**src/rtl/hps2ip_fetch.sv**
```systemverilog
// Host-to-IP descriptor ring fetcher. Each ring entry is read as one 32-byte
// AXI INCR burst, streamed out on ent_*, and then the consumer index advances.
module hps2ip_fetch #(
  parameter int C_ERR_HALT = 1
) (
  input  logic        sys_clk,
  input  logic        sys_rst,
  input  logic        dma_en,
  input  logic [31:5] hps2ip_base,
  input  logic [16:0] hps2ip_mindex,
  input  logic [15:0] hps2ip_pi,
  output logic [15:0] hps2ip_ci,
  input  logic [3:0]  c_arcache,
  input  logic [2:0]  c_arprot,
  input  logic [4:0]  c_aruser,
  output logic [31:0] araddr,
  output logic [3:0]  arlen,
  output logic [2:0]  arsize,
  output logic [1:0]  arburst,
  output logic [3:0]  arcache,
  output logic [2:0]  arprot,
  output logic [4:0]  aruser,
  output logic        arvalid,
  input  logic        arready,
  input  logic [63:0] rdata,
  input  logic [1:0]  rresp,
  input  logic        rlast,
  input  logic        rvalid,
  output logic        rready,
  output logic [63:0] ent_data,
  output logic        ent_valid,
  output logic        ent_last,
  input  logic        ent_ready,
  output logic        busy,
  output logic        err
);

  typedef enum logic [1:0] {
    IDLE = 2'd0,
    ADDR = 2'd1,
    DATA = 2'd2
  } state_t;

  state_t      state, state_next;
  logic [15:0] ci;
  logic [16:0] ci_inc;
  logic [15:0] ci_next;
  logic [31:0] addr_next;
  logic        halted;
  logic        start;
  logic        beat;
  logic        last_beat;

  assign halted    = err && (C_ERR_HALT != 0);
  assign start     = dma_en && (hps2ip_mindex != '0) && (hps2ip_pi != ci) && !halted;
  assign beat      = rvalid && rready;
  assign last_beat = beat && rlast;

  // Wrap test is done in 17 bits so a 65536-entry ring wraps correctly.
  assign ci_inc    = {1'b0, ci} + 17'd1;
  assign ci_next   = (ci_inc == hps2ip_mindex) ? '0 : ci_inc[15:0];
  assign addr_next = {hps2ip_base, 5'd0} + {11'd0, ci, 5'd0};

  always_ff @(posedge sys_clk) begin
    if (sys_rst) begin
      state <= IDLE;
    end else begin
      state <= state_next;
    end
  end

  always_comb begin
    state_next = state;
    arvalid    = 1'b0;
    rready     = 1'b0;
    ent_valid  = 1'b0;
    ent_last   = 1'b0;
    case (state)
      IDLE: begin
        if (start) state_next = ADDR;
      end
      ADDR: begin
        arvalid = 1'b1;
        if (arready) state_next = DATA;
      end
      DATA: begin
        rready    = ent_ready;
        ent_valid = rvalid;
        ent_last  = rlast;
        if (last_beat) state_next = IDLE;
      end
      default: state_next = IDLE;
    endcase
  end

  always_ff @(posedge sys_clk) begin
    if (sys_rst) begin
      ci     <= '0;
      err    <= 1'b0;
      araddr <= '0;
    end else begin
      case (state)
        IDLE: begin
          if (!dma_en) begin
            ci  <= '0;
            err <= 1'b0;
          end else if (start) begin
            araddr <= addr_next;
          end
        end
        DATA: begin
          if (beat && (rresp != 2'b00)) err <= 1'b1;
          if (last_beat) ci <= ci_next;
        end
        default: ;
      endcase
    end
  end

  assign hps2ip_ci = ci;
  assign arlen     = 4'd3;
  assign arsize    = 3'd3;
  assign arburst   = 2'b01;
  assign arcache   = c_arcache;
  assign arprot    = c_arprot;
  assign aruser    = c_aruser;
  assign ent_data  = rdata;
  assign busy      = (state != IDLE);

endmodule

```
**config.mk**
```make
export PLATFORM = sky130hd
export DESIGN_NAME = hps2ip_fetch
export DESIGN_NICKNAME = d
export VERILOG_FILES = /design/src/rtl/hps2ip_fetch.sv
export SDC_FILE = /design/constraint.sdc
export NUM_CORES = 1
export LEC_CHECK = 0
export ABC_AREA = 1
export ABC_CLOCK_PERIOD_IN_PS = 4300
export BUFFER_PORTS_ARGS = -buffer_cell sky130_fd_sc_hd__buf_2
export CAP_MARGIN = 10
export CORE_MARGIN = 2
export CORE_UTILIZATION = 35
export DETAILED_ROUTE_END_ITERATION = 7
export MAX_ROUTING_LAYER = met4
export PLACE_DENSITY = 0.78
export SLEW_MARGIN = 40
export SYNTH_ARGS = -nofsm -noshare
export SYNTH_HDL_FRONTEND = slang
export SYNTH_SLANG_ARGS = --single-unit
```
**constraint.sdc**
```tcl
create_clock -name sys_clk -period 4.3 [get_ports sys_clk]
set_input_delay 0.215 -clock sys_clk [delete_from_list [all_inputs] [get_ports sys_clk]]
set_output_delay 0.215 -clock sys_clk [all_outputs]
set_load 0.1 [all_outputs]
```
==> out/summary.md <==
TritonCTS built the clock tree. The routed length per instance was 14.7 um. The tool flagged a number of max-cap violations equal to 0.

284 I/O pins were placed. The met2 capacity usage during global routing came out at 31.4%. Clock skew on the completed layout was measured at 0.0116 ns. For this run, the register share of the synthesized area comes to 19.6%. The worst-margin pin slew was 0.691 ns; the global route total overflow was 0. The tools report the post-synthesis cell type count as 46. The area added between synthesis and finish is 5.32%, and the summed area of non-filler cells in the final layout is 4950 sq um. The first detailed-routing pass took 5 iterations. The filler cell count came out at 1449. Leakage power: 2.42 nW. The critical path is of the flop to flop type.

During placement, the flow inserted port buffers numbering 117. The routing layer with the top usage in global route was met2. The part of the cycle the worst path needs is 67.7%. The total track usage was 19.1%. The H-tree was split into 2 levels.

Proportion of total power due to net switching: 43.9%. After detailed routing, the total wire length is 13900 um. The TritonCTS sink count is 46, and the arrival time at the worst endpoint is 3.07 ns.

Number of buffers and inverters on the critical path: 2. The tools report the cell chosen for the clock root as sky130_fd_sc_hd__clkbuf_16. Number of rows created at floorplan: 42.

Cell area after placement: 4780 sq um. The die is 120 um wide. In this design, the stage delay of the slowest critical-path cell is 0.65 ns.

The tools report the core area as 13200 sq um. The synthesized design contains 46 register bits. The latest clock arrival within the worst-skew pair was 0.29 ns. The run gives 14400 sq um as the overall die area.

Of the total power, the clock network draws 30.3%. The commonest non-fill, non-tap cell in the layout is sky130_fd_sc_hd__nand2_1. Entering global routing, the biggest net connects 50 pins. In this run, post-CTS repair resized a total of 0 instances. The detail-routed via count per cell came out at 4.88. For the met3 layer usage reported by global route, the log shows 3.56%. In this run the remaining antenna-violating nets after routing total 0. STA classifies the critical path startpoint as a flop. Family of cells with the greatest summed delay on the critical path: simple AND/OR/NAND/NOR gates. The flow ran to the end, and the final reports show no timing, DRC or antenna violations. The run gives 0.344 GHz as the maximum operating frequency.

The worst slack at placement came out at 1.43 ns. For this configuration, the core starts out at a cell density of 35.7%. After layout, the minimum clock period comes to 2.91 ns. Category of the worst setup path capture point: a flop. The logs give 0.851 mW for the internal power contribution and 0 for the max-slew violation count.

The run gives 1.39 ns as the setup slack of the critical path after layout. Leaving out fill and tap cells, the most frequent cells in the layout are sky130_fd_sc_hd__nand2_1, sky130_fd_sc_hd__buf_2, sky130_fd_sc_hd__nor2_1. Type of the worst min-delay path: input port to flop.

The global-route wire length before repair is 21400 um, and the number of setup violations in the final report is 0. The share of total power dissipated in combinational logic is 37.7%. Registers are responsible for 32.0% of the overall power. For this run, the number of Yosys warnings is 0. The required time at the endpoint of the critical path came out at 4.46 ns.

For this block, the initial DRC count from the detailed router was 228. For the number of vias in the routed layout, the log shows 4599. The number of antenna violations at the first check in global routing was 1; the routability-driven placement congestion ratio was 0.933.

For the half-perimeter wire length after placement, the log shows 11100 um. IR analysis of the VDD net gives a maximum drop of 0.250 mV. The via count of the first global-routing pass is 4230. In the final design database the tool counted 928 nets. The share of the core filled with cells in the final layout is 37.6%, and the fraction of final layout cells sized beyond drive strength 1 is 22.5%. The cell with the biggest individual delay on the critical path was sky130_fd_sc_hd__dfxtp_1. The peak fanout along the critical path was 15. The residual DRC count was 0. After clock tree synthesis, the clock-pin slew on the worst setup and hold paths is 0.07 ns. The number of buffers inserted during clock tree synthesis was 5; the vertical die dimension was 120 um. Summing every instance area after synthesis gives 4700 sq um. The power density over cell area was 306 nW/um^2. The run gives 0 as the count of endpoints failing hold in the final timing report. After routing, the total negative slack on setup checks comes to 0 ns. After technology mapping, the gate count stands at 738.

Once the clock tree was built, the setup fixing pass inserted 0 buffers. The hold buffer count at cts came out at 0. The clock passes through at most 2 buffers.

Global routing consumed, on the met1 layer, 23.9% of the routing resources. Summed over all nets, the switching power comes to 0.667 mW. The signal on the critical path passes through ha_1 > nand3_1 > inv_1 > nand2_2 > nand2_1 > nand2_1 > nand2_1 > nand2_1 > clkinv_1 > nand4_1 > nor2_1 > nand4_2 > nand2_1 > a21oi_1. Setup repair after global routing left no endpoint under its margin. Average size of a mapped cell: 6.37 sq um. Measured against its own limit, the worst slew margin works out to 53.9%. The cell that appears most often on the critical path is sky130_fd_sc_hd__nand2_1.
==> worst register-to-register path, stage by stage, from the launching register on <==
cell,delay (ns)
sky130_fd_sc_hd__dfxtp_1,0.65
sky130_fd_sc_hd__ha_1,0.46
sky130_fd_sc_hd__nand3_1,0.15
sky130_fd_sc_hd__inv_1,0.13
sky130_fd_sc_hd__nand2_2,0.10
sky130_fd_sc_hd__nand2_1,0.09
sky130_fd_sc_hd__nand2_1,0.07
sky130_fd_sc_hd__nand2_1,0.07
sky130_fd_sc_hd__nand2_1,0.05
sky130_fd_sc_hd__clkinv_1,0.04
sky130_fd_sc_hd__nand4_1,0.07
sky130_fd_sc_hd__nor2_1,0.14
sky130_fd_sc_hd__nand4_2,0.47
sky130_fd_sc_hd__nand2_1,0.21
sky130_fd_sc_hd__a21oi_1,0.08
==> cells in the mapped netlist, drive strengths merged <==
master,number,share of area [%]
a21o,1,0.16
a31o,1,0.19
o21bai,2,0.40
o21ai,43,4.7
and2,2,0.27
a21boi,1,0.16
clkbuf,9,0.74
a21oi,53,6.4
nand3,38,4.0
buf,100,16
ha,17,4.5
nand4,20,2.8
a31oi,5,0.67
nor4,4,0.53
nand2,168,14
a41oi,1,0.19
o211ai,2,0.32
o22ai,1,0.13
nand3b,3,0.48
a211oi,2,0.32
xnor3,1,0.48
xor2,19,3.5
nor2,92,8.0
fa,1,0.43
clkinv,2,0.16
conb,2,0.16
and3,1,0.13
or2,4,0.53
xnor2,14,2.6
inv,71,5.7
dfxtp,46,20
nor3,12,1.4
==> final timing paths <==
| kind | cells after the start | slack, ns | start | to |
|---|---|---|---|---|
| worst min register to register | 2 | 0.48 | araddr[5]$_SDFFE_PP0P_ | araddr[5]$_SDFFE_PP0P_ |
| worst min-delay path | 3 | 0.17 | arready | state[1]$_SDFFE_PP0P_ |
| worst max-delay path | 14 | 1.39 | hps2ip_ci[0]$_SDFFE_PP0P_ | hps2ip_ci[6]$_SDFFE_PP0P_ |
| worst max register to register | 14 | 1.39 | hps2ip_ci[0]$_SDFFE_PP0P_ | hps2ip_ci[6]$_SDFFE_PP0P_ |
==> kinds of logic (layout without fill, tap and decap cells) <==
logic type / count (synthesis) / in the layout / synth area share [%]
other: 2 / 15 / 0.160
adders and majority gates: 18 / 18 / 4.95
xor gates and xnor gates: 34 / 34 / 6.62
and+or+nand+nor: 344 / 344 / 32.7
AOI/OAI and AO/OA: 112 / 112 / 13.7
DFF: 46 / 46 / 19.6
buffers and inverters: 182 / 198 / 22.3
==> state kept, by name, indices dropped and copies added, names as in the netlist <==
signal and count:
err 1, araddr 27, hps2ip_ci 16, state 2
==> metrics by stage <==
stage | hold WS, ns | cells | total power [mW]
final | 0.166 | 943 | 1.52
after global routing | 0.172 | 943 | 1.59
after CTS | 0.164 | 942 | 1.53
after detailed placement | 0.431 | 934 | 1.07
after global placement | 0.431 | 934 | 1.07
after floorplan | 0.354 | 750 | 1.29
==> routing by layer <==
| layer | up-vias | wire, um |
|---|---|---|
| met4 | 0 | 369 |
| met2 | 179 | 6350 |
| met1 | 2027 | 6150 |
| li1 | 2340 | - |
| met3 | 53 | 975 |
| met5 | - | 0 |
==> power by group through the flow <==
stage	clock, mW	sequential (mW)	combinational [mW]
3_3_place_gp	0	0.496	0.571
2_1_floorplan	0	0.706	0.587
4_1_cts	0.471	0.486	0.574
5_1_grt	0.487	0.489	0.611
3_5_place_dp	0	0.495	0.573
6_report	0.460	0.485	0.573
==> cell type report <==
type                    count  area, sq um  share of cell area [%]
clock buffers               5          125                    2.53
clock inverters             3         47.5                   0.960
inverters                  73          274                    5.53
diodes                      1         2.50                  0.0505
multi-input cells         522         2780                    56.1
repair buffers            117          586                    11.8
well taps                 176          220                    4.45
flip-flops and latches     46          921                    18.6
No activity file was read; power rests on OpenSTA's default activity.
